## src/rtl/cpu_controller.sv

```systemverilog
// cpu_controller
//   Instruction register, decoder and control FSM for the 16-bit RISC
//   datapath. It latches one instruction in WAIT. A pulse on s_i starts
//   execution. It then sequences operand reads, ALU execute, status load
//   and register write-back, and returns to WAIT.
//
// Ports
//   clk_i                 rising-edge clock
//   reset_i               synchronous active-high reset
//   s_i                   start request (honoured only in WAIT)
//   load_ir_i             IR load enable (honoured only in WAIT)
//   in_i[15:0]            instruction word
//   w_o                   high while idle in WAIT
//   readnum_o/writenum_o  register select (always equal)
//   vsel_o[1:0]           write-back source: 00 ALU result, 10 sximm8
//   loada_o/loadb_o/loadc_o/loads_o/write_o   datapath enables
//   asel_o/bsel_o         ALU operand selects (bsel_o is held at 0)
//   shift_o, ALUop_o      IR[4:3], IR[12:11]
//   sximm8_o, sximm5_o    sign-extended immediates from IR
module cpu_controller (
    input  logic        clk_i,
    input  logic        reset_i,
    input  logic        s_i,
    input  logic        load_ir_i,
    input  logic [15:0] in_i,
    output logic        w_o,
    output logic [2:0]  readnum_o,
    output logic [2:0]  writenum_o,
    output logic [1:0]  vsel_o,
    output logic        loada_o,
    output logic        loadb_o,
    output logic        loadc_o,
    output logic        loads_o,
    output logic        write_o,
    output logic        asel_o,
    output logic        bsel_o,
    output logic [1:0]  shift_o,
    output logic [1:0]  ALUop_o,
    output logic [15:0] sximm8_o,
    output logic [15:0] sximm5_o
);

    typedef enum logic [2:0] {
        S_WAIT,
        S_DECODE,
        S_WRITE_IMM,
        S_GET_A,
        S_GET_B,
        S_EXEC,
        S_WRITE_REG
    } state_t;

    state_t      state_q, state_d;
    logic [15:0] ir_q, ir_d;

    // Registered control outputs.
    logic       w_q, w_d;
    logic [2:0] rnum_q, rnum_d;
    logic [1:0] vsel_q, vsel_d;
    logic       loada_q, loada_d;
    logic       loadb_q, loadb_d;
    logic       loadc_q, loadc_d;
    logic       loads_q, loads_d;
    logic       write_q, write_d;
    logic       asel_q, asel_d;

    // Instruction fields of the IR value that will be in place after this
    // edge. Outputs are registered, so they are computed one cycle ahead
    // from the next state and the next IR. An IR load on the DECODE entry
    // edge is therefore already visible in DECODE.
    logic [2:0] opc_n, rn_n, rd_n, rm_n;
    logic [1:0] op_n;
    logic       is_movimm, is_movreg, is_alu, is_cmp;

    always_comb begin
        ir_d = ir_q;
        if (state_q == S_WAIT && load_ir_i) begin
            ir_d = in_i;
        end
    end

    assign opc_n = ir_d[15:13];
    assign op_n  = ir_d[12:11];
    assign rn_n  = ir_d[10:8];
    assign rd_n  = ir_d[7:5];
    assign rm_n  = ir_d[2:0];

    assign is_movimm = (opc_n == 3'b110) && (op_n == 2'b10);
    assign is_movreg = (opc_n == 3'b110) && (op_n == 2'b00);
    assign is_alu    = (opc_n == 3'b101);
    assign is_cmp    = is_alu && (op_n == 2'b01);

    // Next-state logic. Outside WAIT, ir_d equals ir_q, so decoding from
    // ir_d is the same as decoding from the held instruction.
    always_comb begin
        state_d = state_q;
        case (state_q)
            S_WAIT:      if (s_i) state_d = S_DECODE;
            S_DECODE: begin
                if (is_movimm)      state_d = S_WRITE_IMM;
                else if (is_movreg) state_d = S_GET_B;
                else if (is_alu)    state_d = S_GET_A;
                else                state_d = S_WAIT;   // undefined: no writes
            end
            S_WRITE_IMM: state_d = S_WAIT;
            S_GET_A:     state_d = S_GET_B;
            S_GET_B:     state_d = S_EXEC;
            S_EXEC:      state_d = is_cmp ? S_WAIT : S_WRITE_REG;
            S_WRITE_REG: state_d = S_WAIT;
            default:     state_d = S_WAIT;
        endcase
    end

    // Moore outputs for the state being entered.
    always_comb begin
        w_d     = 1'b0;
        rnum_d  = rn_n;
        vsel_d  = 2'b00;
        loada_d = 1'b0;
        loadb_d = 1'b0;
        loadc_d = 1'b0;
        loads_d = 1'b0;
        write_d = 1'b0;
        asel_d  = 1'b0;
        case (state_d)
            S_WAIT:      w_d = 1'b1;
            S_WRITE_IMM: begin
                vsel_d  = 2'b10;
                write_d = 1'b1;
            end
            S_GET_A:     loada_d = 1'b1;
            S_GET_B: begin
                rnum_d  = rm_n;
                loadb_d = 1'b1;
            end
            S_EXEC: begin
                // MOV reg passes Rm through the ALU with A forced to zero.
                asel_d  = is_movreg;
                loads_d = is_cmp;
                loadc_d = ~is_cmp;
            end
            S_WRITE_REG: begin
                rnum_d  = rd_n;
                write_d = 1'b1;
            end
            default: ;
        endcase
    end

    always_ff @(posedge clk_i) begin
        if (reset_i) begin
            state_q <= S_WAIT;
            ir_q    <= 16'h0000;
            w_q     <= 1'b1;
            rnum_q  <= 3'd0;
            vsel_q  <= 2'b00;
            loada_q <= 1'b0;
            loadb_q <= 1'b0;
            loadc_q <= 1'b0;
            loads_q <= 1'b0;
            write_q <= 1'b0;
            asel_q  <= 1'b0;
        end else begin
            state_q <= state_d;
            ir_q    <= ir_d;
            w_q     <= w_d;
            rnum_q  <= rnum_d;
            vsel_q  <= vsel_d;
            loada_q <= loada_d;
            loadb_q <= loadb_d;
            loadc_q <= loadc_d;
            loads_q <= loads_d;
            write_q <= write_d;
            asel_q  <= asel_d;
        end
    end

    assign w_o        = w_q;
    assign readnum_o  = rnum_q;
    assign writenum_o = rnum_q;
    assign vsel_o     = vsel_q;
    assign loada_o    = loada_q;
    assign loadb_o    = loadb_q;
    assign loadc_o    = loadc_q;
    assign loads_o    = loads_q;
    assign write_o    = write_q;
    assign asel_o     = asel_q;
    assign bsel_o     = 1'b0;

    assign shift_o  = ir_q[4:3];
    assign ALUop_o  = ir_q[12:11];
    assign sximm8_o = {{8{ir_q[7]}}, ir_q[7:0]};
    assign sximm5_o = {{11{ir_q[4]}}, ir_q[4:0]};

endmodule

```

## config.mk

```make
export PLATFORM = sky130hd
export DESIGN_NAME = cpu_controller
export DESIGN_NICKNAME = d
export VERILOG_FILES = /design/src/rtl/cpu_controller.sv
export SDC_FILE = /design/constraint.sdc
export NUM_CORES = 1
export LEC_CHECK = 0
export BUFFER_PORTS_ARGS = -buffer_cell sky130_fd_sc_hd__buf_4
export CORE_MARGIN = 4
export CORE_UTILIZATION = 25
export DETAILED_ROUTE_END_ITERATION = 10
export GPL_ROUTABILITY_DRIVEN = 0
export PLACE_DENSITY = 0.58
export SYNTH_ARGS = -nofsm -noshare
export SYNTH_HDL_FRONTEND = slang
export SYNTH_SLANG_ARGS = --single-unit
```

## constraint.sdc

```tcl
create_clock -name clk_i -period 2 [get_ports clk_i]
set_input_delay 0.1 -clock clk_i [delete_from_list [all_inputs] [get_ports clk_i]]
set_output_delay 0.1 -clock clk_i [all_outputs]
set_load 0.01 [all_outputs]
```

==> run_results.csv, run 1 <==
group,metric,value,unit
grt,grt_pass1_vias,1191,
setup_path,timing.critical_path.to_type,"register",
floorplan,die_x,87.2,um
status,status,"finished clean",
sta,post_route_worst_hold_slack,67.2,ps
cts,clock_tree_from_tritoncts,"built",
floorplan,rows,28,
power,power.static_leakage,0.859,nW
layout,post_route_cells_drive_above_1_share,42.2,%
setup_path,crit_start_category,"register",
power,p_sw_share,26.1,%
cts,post-cts-setup-buffers,0,
setup_path,worstPathMaxFanout,17,
cts,clk_path_buf_depth,2,
power,power.ir.vdd_worst,0.406,mV
logic_synthesis,synth.largest_area_cell,"sky130_fd_sc_hd__dfxtp_1",
cts,cts_resized,0,
logic_synthesis,synth.top_cells.by_area,"sky130_fd_sc_hd__dfxtp_1 38%, sky130_fd_sc_hd__buf_4 21%, sky130_fd_sc_hd__nand2_1 7.4%",
logic_synthesis,count_of_yosys_warnings_during_synthesis,0,
layout,diodes,0,
logic_synthesis,dominantRegCellSynth,"sky130_fd_sc_hd__dfxtp_1",
sta,timing.slew.headroom,65.9,%
logic_synthesis,count_of_different_cell_masters_after_synthesis,36,
logic_synthesis,fraction_of_registers_with_async_set_reset,0,%
routing,post-route-drc-count,0,
logic_synthesis,post_synth_instance_area,1570,um^2
routing,num_vias,1240,
cts,postCtsHoldBufs,0,
cts,root_buffer,"sky130_fd_sc_hd__clkbuf_8",
hold_path,min-delay-path-class,"in -> reg",
sta,slew_viol_final,0,
layout,multiInputGateArea,602,um^2
logic_synthesis,yosysTopAreaCellShare,38.3,%
floorplan,die_y,87.2,um
grt,antenna_found_initial,0,
place,dpl.hpwl,2750,um
cts,clkLatencyLatePin,280,ps
routing,overall_routed_net_length,3620,um
sta,setup_violations,0,
cts,cts-buffers-inserted,5,
layout,areaGrowthSynthToFinish,22.7,%
floorplan,placeableCoreArea,5990,um^2
cts,h_tree_levels,2,
floorplan,die_outline_area,7600,um^2
power,power.share.clock,35.2,%
sta,layout_setup_ws,256,ps
sta,finalHoldViolations,0,
routing,drt_first_iter_violations,45,
sta,finalSetupTns,0,ps
power,power.share.combinational,17.4,%
place,setup_ws_pre_cts,258,ps
grt,grt_pass1_wl,5510,um
cts,cts.sink_count,30,
floorplan,initial_utilization,26.2,%
sta,final.period_utilization,87.2,%
grt,grt_residual_overflow,0,
setup_path,worstPathArrival,1910,ps
sta,period_needed,1740,ps
place,buffers_added_on_ports,69,
routing,antenna_viol_nets_final,0,
routing,wl_per_cell,12.6,um
grt,global_route.usage.total,9.41,%
sta,fin_worst_skew,2.16,ps
power,power.switching,0.000364,W
setup_path,timing.critical_path.required,2160,ps
setup_path,criticalPathCategory,"reg -> reg",
logic_synthesis,postSynthAreaPerCell,8.66,um^2
power,p_int,0.00103,W
floorplan,pin_count,72,
logic_synthesis,synth.ff_latch_count,30,
logic_synthesis,synth-seq-area-share,38.3,%
routing,routed_via_density,4.34,
power,power_per_cell_area,725,nW/um^2
layout,num-nets-final,230,
cts,clkTransAtPathRegs,60,ps
layout,fillCellCount,634,
power,pwr-share-seq,47.4,%
layout,finalCoreUtilization,32.1,%
sta,achievable-frequency,573,MHz
job,cap_viol_max_count,0,
logic_synthesis,synth-edff-count,0,
sta,rsz0062_at_grt,"false",
logic_synthesis,postSynthCellCount,181,
grt,grt_start_max_net_pins,29,
routing,detail_route.first_pass.iterations,4,
layout,ff_latch_area,601,um^2
sta,worst-slew-pin-transition,508,ps
area by class of cell:
cell class / count / share of cell area, %
Multi-Input combinational cell: 101 / 31.3
Clock inverter: 1 / 0.260
Tap cell: 75 / 4.88
Inverter: 1 / 0.195
Sequential cell: 30 / 31.2
Clock buffer: 7 / 4.49
Timing Repair Buffer: 71 / 27.7
synthesized netlist by cell type (2+ instances only):
cell type and count:
sky130_fd_sc_hd__buf_4 43, sky130_fd_sc_hd__nand4bb_1 2, sky130_fd_sc_hd__nand2b_1 4, sky130_fd_sc_hd__a221o_1 3, sky130_fd_sc_hd__a21oi_2 3, sky130_fd_sc_hd__nand3b_1 2, sky130_fd_sc_hd__a21oi_1 14, sky130_fd_sc_hd__nor2_1 6
sky130_fd_sc_hd__nand2_2 3, sky130_fd_sc_hd__buf_6 2, sky130_fd_sc_hd__clkbuf_1 4, sky130_fd_sc_hd__nor2b_1 2, sky130_fd_sc_hd__a211oi_1 3, sky130_fd_sc_hd__nand2_1 31, sky130_fd_sc_hd__nor3_1 9, sky130_fd_sc_hd__dfxtp_1 30
per-stage QoR:
stage / instances / cell area, um^2 / power (W)
global placement: 278 / 1830 / 0.000918
detailed placement: 278 / 1830 / 0.000922
global route: 286 / 1920 / 0.00147
CTS: 286 / 1920 / 0.00142
finish: 286 / 1920 / 0.00140
floorplan: 182 / 1570 / 0.000859
state kept, by name, indices dropped and copies added, names as in the netlist:
| signal | cells |
|---|---|
| loadc_o | 1 |
| loadb_o | 1 |
| loada_o | 1 |
| asel_o | 1 |
| vsel_o | 1 |
| w_o | 1 |
| write_o | 1 |
| ir_q | 16 |
| loads_o | 1 |
| readnum_o | 3 |
| state_q | 3 |
power by group through the flow:
| stage | Combinational (W) | Sequential (W) | Clock (W) |
|---|---|---|---|
| after detailed placement | 0.000247 | 0.000675 | 0 |
| after global routing | 0.000264 | 0.000667 | 0.000536 |
| after CTS | 0.000247 | 0.000662 | 0.000511 |
| final | 0.000243 | 0.000661 | 0.000492 |
| after global placement | 0.000244 | 0.000674 | 0 |
| after floorplan | 0.000194 | 0.000665 | 0 |
cell usage in the layout (no fill, tap or decap), drive strengths merged, types with 2 or more instances in the layout:
master and count:
a211oi 3, a21oi 17, a221o 3, buf 71, clkbuf 7, conb 2
dfxtp 30, nand2 34, nand2b 4, nand3b 2, nand4bb 2, nor2 6
nor2b 2, nor3 9, nor4b 2
final timing paths:
check | startpoint | to | slack [ps] | cells past startpoint
max reg2reg | state_q[0] | readnum_o[0] | 260 | 4
min | in_i[5] | ir_q[5] | 70 | 3
min reg2reg | ir_q[8] | ir_q[8] | 450 | 2
max | state_q[0] | readnum_o[0] | 260 | 4
worst max-delay path: stages, from the launching register on:
cell and delay (ps):
sky130_fd_sc_hd__dfxtp_1 410, sky130_fd_sc_hd__or4b_4 710, sky130_fd_sc_hd__nand2_2 120, sky130_fd_sc_hd__a21oi_2 60
sky130_fd_sc_hd__a221o_1 330
routing by layer:
layer | wire (um) | vias up | share of wire (%) | GRT usage [%]
met4 | 60 | 0 | 1.7 | 4.60
met3 | 347 | 6 | 9.6 | 2.93
li1 | - | 630 | - | -
met5 | 0 | - | 0 | 0
met1 | 1480 | 555 | 41 | 10.8
met2 | 1730 | 49 | 48 | 15.7
cells by family after synthesis:
group	count (synthesis)	synth area share, %
flip-flops	30	38.3
multiplexers	1	0.718
AO/OA/AOI/OAI	32	14.2
AND/OR/NAND/NOR	66	23.0
buffers and inverters	51	23.5
other	1	0.239
No activity file was read; power rests on OpenSTA's default activity.
==> inputs of run 2 (changes only) <==
--- a/config.mk
+++ b/config.mk
@@ -6,7 +6,6 @@
 export NUM_CORES = 1
 export LEC_CHECK = 0
 export BUFFER_PORTS_ARGS = -buffer_cell sky130_fd_sc_hd__buf_4
-export CORE_MARGIN = 4
 export CORE_UTILIZATION = 25
 export DETAILED_ROUTE_END_ITERATION = 10
 export GPL_ROUTABILITY_DRIVEN = 0
==> run_results.csv, run 2 (synthesis gave the netlist of run 1 again) <==
group,metric,value,unit
floorplan,placeableCoreArea,5990,um^2
layout,fillCellCount,657,
power,power.static_leakage,0.849,nW
layout,top_register,"ir_q",
sta,setup_violations,0,
cts,clkLatencyLatePin,280,ps
routing,routed_via_density,4.37,
routing,overall_routed_net_length,3400,um
layout,largest_register_ff_count,16,
setup_path,worstPathMaxFanout,17,
cts,clock_tree_from_tritoncts,"built",
grt,global_route.usage.total,11.2,%
layout,design_area,1910,um^2
cts,postCtsHoldBufs,0,
routing,post-route-drc-count,0,
setup_path,rr_endpoint,"readnum_o[0]",
sta,period_needed,1740,ps
setup_path,timing.critical_path.required,2170,ps
hold_path,holdCritStartpoint,"in_i[5]",
place,placement.cell_area,1830,um^2
sta,finalHoldViolations,0,
cts,cts-buffers-inserted,5,
setup_path,crit_slowest_cell,"sky130_fd_sc_hd__or4b_4",
hold_path,number_of_cells_on_the_worst_hold_path,3,
sta,finalSetupTns,0,ps
grt,grt_start_max_net_pins,29,
sta,achievable-frequency,575,MHz
floorplan,initial_utilization,26.2,%
routing,antenna_viol_nets_final,0,
sta,fin_worst_skew,2.35,ps
floorplan,pin_count,72,
sta,worst-slew-pin-transition,497,ps
setup_path,criticalPathCategory,"reg -> reg",
status,status,"finished clean",
routing,drt_first_iter_violations,71,
setup_path,rr_startpoint,"state_q[0]",
hold_path,min-delay-path-class,"in -> reg",
layout,post_route_cells_drive_above_1_share,41.4,%
place,dpl.hpwl,2500,um
setup_path,critical-path-top-delay-family,"simple AND/OR/NAND/NOR gates",
setup_path,r2r_setup_slack,260,ps
layout,diodes,0,
power,power_per_cell_area,709,nW/um^2
grt,grt_residual_overflow,0,
routing,num_vias,1246,
layout,num-nets-final,230,
floorplan,rows,28,
setup_path,crit_start_category,"register",
setup_path,worst_path_largest_cell_delay,710,ps
setup_path,worstPathArrival,1910,ps
cts,root_buffer,"sky130_fd_sc_hd__clkbuf_8",
floorplan,die_y,81.2,um
layout,final_cell_mix,"71 x sky130_fd_sc_hd__buf_4, 31 x sky130_fd_sc_hd__nand2_1, 30 x sky130_fd_sc_hd__dfxtp_1",
hold_path,sink_of_the_worst_hold_path,"ir_q[5]",
layout,commonest_non_fill_non_tap_cell_in_the_layout,"sky130_fd_sc_hd__buf_4",
grt,antenna_found_initial,0,
setup_path,timing.critical_path.to_type,"register",
cts,clk_path_buf_depth,2,
setup_path,r2r.worst_path.cells,4,
setup_path,timing.critical_path.buf_inv,0,
routing,detail_route.first_pass.iterations,4,
place,buffers_added_on_ports,69,
grt,grt_pass1_vias,1155,
grt,grt_pass1_wl,5340,um
cts,clkTransAtPathRegs,60,ps
cts,cts_resized,0,
cts,h_tree_levels,2,
sta,timing.slew.headroom,66.6,%
power,power.ir.vdd_worst,0.295,mV
sta,rsz0062_at_grt,"false",
floorplan,die_x,81.2,um
sta,final.period_utilization,87.0,%
layout,areaGrowthSynthToFinish,21.8,%
routing,wl_per_cell,11.9,um
sta,slew_viol_final,0,
setup_path,cell_chain_critical_path,"or4b_4 > nand2_2 > a21oi_2 > a221o_1",
cts,cts.sink_count,30,
cts,post-cts-setup-buffers,0,
job,cap_viol_max_count,0,
floorplan,die_outline_area,6590,um^2
==> run 2: area by class of cell <==
cell class                 count  area, um^2  area share, %
timing repair buffer          71         533           27.9
multi-input combinational    101         602           31.5
clock buffer                   7        76.3           4.00
sequential                    30         601           31.5
inverter                       1        3.75          0.197
tap                           75        93.8           4.91
==> run 2: worst min-delay path, cell delays in order <==
cell and delay [ps]:
sky130_fd_sc_hd__buf_4 110, sky130_fd_sc_hd__nand2_1 50, sky130_fd_sc_hd__a21oi_1 50
==> run 2: power by group <==
| group | switching, W | total, W | internal [W] |
|---|---|---|---|
| registers | 0.0000325 | 0.000660 | 0.000627 |
| clock network | 0.000214 | 0.000452 | 0.000239 |
| logic | 0.000115 | 0.000241 | 0.000126 |
==> run 2: metrics by stage <==
stage,power [W],std cells,hold WS (ps),worst slack (ps),utilization [%]
after global routing,0.00143,285,59.4,106,31.9
after floorplan,0.000859,182,236,386,-
after detailed placement,0.000918,278,365,258,30.6
after CTS,0.00137,285,60.0,250,31.9
final,0.00135,285,66.0,261,31.9
after global placement,0.000915,278,351,299,30.6
==> run 2: worst max path at each step <==
| stage | from | to | slack (ps) | cells past startpoint |
|---|---|---|---|---|
| after detailed placement | state_q[0] | readnum_o[0] | 260 | 4 |
| after floorplan | state_q[1] | readnum_o[0] | 390 | 6 |
| after CTS | state_q[0] | readnum_o[0] | 250 | 4 |
| after global routing | state_q[2] | loads_o | 110 | 4 |
| after global placement | state_q[0] | readnum_o[1] | 300 | 4 |
| final | state_q[0] | readnum_o[0] | 260 | 4 |
==> run 2: routing by layer <==
layer | vias to the layer above | wire [um] | global-route usage, %
li1 | 632 | - | -
met1 | 565 | 1410 | 12.4
met2 | 44 | 1640 | 18.3
met3 | 5 | 291 | 4.94
met4 | 0 | 58 | 5.00
met5 | - | 0 | 0
==> inputs of run 3 (changes only) <==
--- a/config.mk
+++ b/config.mk
@@ -10,6 +10,7 @@
 export DETAILED_ROUTE_END_ITERATION = 10
 export GPL_ROUTABILITY_DRIVEN = 0
 export PLACE_DENSITY = 0.58
+export SKIP_CTS_REPAIR_TIMING = 1
 export SYNTH_ARGS = -nofsm -noshare
 export SYNTH_HDL_FRONTEND = slang
 export SYNTH_SLANG_ARGS = --single-unit
==> constraint.sdc (replaced) <==
create_clock -name clk_i -period 1.7 [get_ports clk_i]
set_input_delay 0.085 -clock clk_i [delete_from_list [all_inputs] [get_ports clk_i]]
set_output_delay 0.085 -clock clk_i [all_outputs]
set_load 0.01 [all_outputs]
==> run_results.csv, run 3 (synthesis gave the netlist of run 1 again) <==
group,metric,value,unit
setup_path,worst_path_largest_cell_delay,670,ps
floorplan,die_outline_area,6590,um^2
setup_path,critical-path-top-delay-family,"simple AND/OR/NAND/NOR gates",
job,cap_viol_max_count,0,
setup_path,cell_chain_critical_path,"or4b_4 > nand2_2 > a21oi_2 > a221o_1",
cts,clkTransAtPathRegs,60,ps
layout,areaGrowthSynthToFinish,27.6,%
routing,overall_routed_net_length,3480,um
sta,rsz0062_at_grt,"false",
routing,detail_route.first_pass.iterations,4,
floorplan,pin_count,72,
floorplan,rows,28,
sta,finalSetupTns,0,ps
grt,grt_start_max_net_pins,29,
hold_path,min-delay-path-class,"in -> reg",
routing,num_vias,1265,
cts,cts-buffers-inserted,5,
grt,antenna_found_initial,0,
routing,antenna_viol_nets_final,0,
layout,largest_register_ff_count,16,
grt,grt_pass1_wl,5420,um
floorplan,die_x,81.2,um
routing,post-route-drc-count,0,
power,power.ir.vdd_worst,0.387,mV
setup_path,crit_slowest_cell,"sky130_fd_sc_hd__or4b_4",
layout,post_route_cells_drive_above_1_share,45.0,%
power,power_per_cell_area,871,nW/um^2
grt,grt_residual_overflow,0,
layout,num-nets-final,237,
status,status,"finished clean",
sta,post_route_worst_hold_slack,51.9,ps
setup_path,worstPathMaxFanout,13,
floorplan,placeableCoreArea,5990,um^2
layout,diodes,0,
setup_path,worstPathArrival,1810,ps
layout,ff_latch_area,601,um^2
floorplan,die_y,81.2,um
grt,global_route.usage.total,11.2,%
layout,final_cell_mix,"78 x sky130_fd_sc_hd__buf_4, 31 x sky130_fd_sc_hd__nand2_1, 30 x sky130_fd_sc_hd__dfxtp_1",
floorplan,initial_utilization,26.2,%
cts,cts.sink_count,30,
setup_path,timing.critical_path.buf_inv,0,
setup_path,timing.critical_path.to_type,"register",
sta,final.period_utilization,96.6,%
routing,drt_first_iter_violations,50,
place,dpl.hpwl,2590,um
setup_path,timing.critical_path.required,1870,ps
layout,top_register,"ir_q",
cts,root_buffer,"sky130_fd_sc_hd__clkbuf_8",
cts,clock_tree_from_tritoncts,"built",
cts,h_tree_levels,2,
sta,fin_worst_skew,4.21,ps
cts,clk_path_buf_depth,2,
setup_path,crit_start_category,"register",
sta,finalHoldViolations,0,
sta,slew_viol_final,0,
layout,multiInputGateArea,607,um^2
sta,setup_violations,0,
routing,routed_via_density,4.32,
cts,clkLatencyLatePin,280,ps
setup_path,criticalPathCategory,"reg -> reg",
sta,achievable-frequency,609,MHz
sta,period_needed,1640,ps
power,power.static_leakage,0.905,nW
layout,fillCellCount,651,
layout,commonest_non_fill_non_tap_cell_in_the_layout,"sky130_fd_sc_hd__buf_4",
power,fin_total_pwr,0.00174,W
place,buffers_added_on_ports,69,
routing,wl_per_cell,11.9,um
grt,grt_pass1_vias,1176,
==> run 3: final timing paths <==
| kind | startpoint | depth (start not counted) | to | slack (ps) |
|---|---|---|---|---|
| hold reg to reg | ir_q[10] | 2 | ir_q[10] | 460 |
| setup / recovery | state_q[0] | 4 | readnum_o[0] | 60 |
| setup reg to reg | state_q[0] | 4 | readnum_o[0] | 60 |
| hold / removal | in_i[4] | 3 | ir_q[4] | 50 |
==> run 3: stage by stage <==
stage / instances / util [%] / area (um^2) / setup WS [ps]
global placement: 284 / 31.3 / 1880 / 65.0
detailed placement: 284 / 31.3 / 1880 / 47.9
finish: 293 / 33.4 / 2000 / 58.4
floorplan: 182 / - / 1570 / 85.9
CTS: 292 / 33.2 / 1990 / 35.8
global route: 293 / 33.4 / 2000 / 11.7
==> run 3: power breakdown <==
group	switching (W)	total [W]	leakage, nW	internal, W
registers	0.0000341	0.000772	0.245	0.000738
logic	0.000145	0.000306	0.603	0.000161
clock network	0.000256	0.000664	0.0575	0.000408
==> run 3: final cells by class <==
cell class | count | share of cell area, %
clock buffers | 8 | 5.50
repair buffers | 78 | 29.3
flip-flops and latches | 30 | 30.0
multi-input cells | 101 | 30.3
inverters | 1 | 0.188
well taps | 75 | 4.69
==> run 3: metal layers <==
metal,vias to the layer above,share of wire [%],GRT usage (%)
met1,564,42,12.7
met4,0,1.1,5.36
li1,644,-,-
met5,-,0,0
met2,51,48,18.2
met3,6,8.7,4.38
==> run 3: worst reg2reg max path: stages, from the launching register on <==
cell and delay, ps:
sky130_fd_sc_hd__dfxtp_1 350, sky130_fd_sc_hd__or4b_4 670, sky130_fd_sc_hd__nand2_2 120, sky130_fd_sc_hd__a21oi_2 60
sky130_fd_sc_hd__a221o_1 330
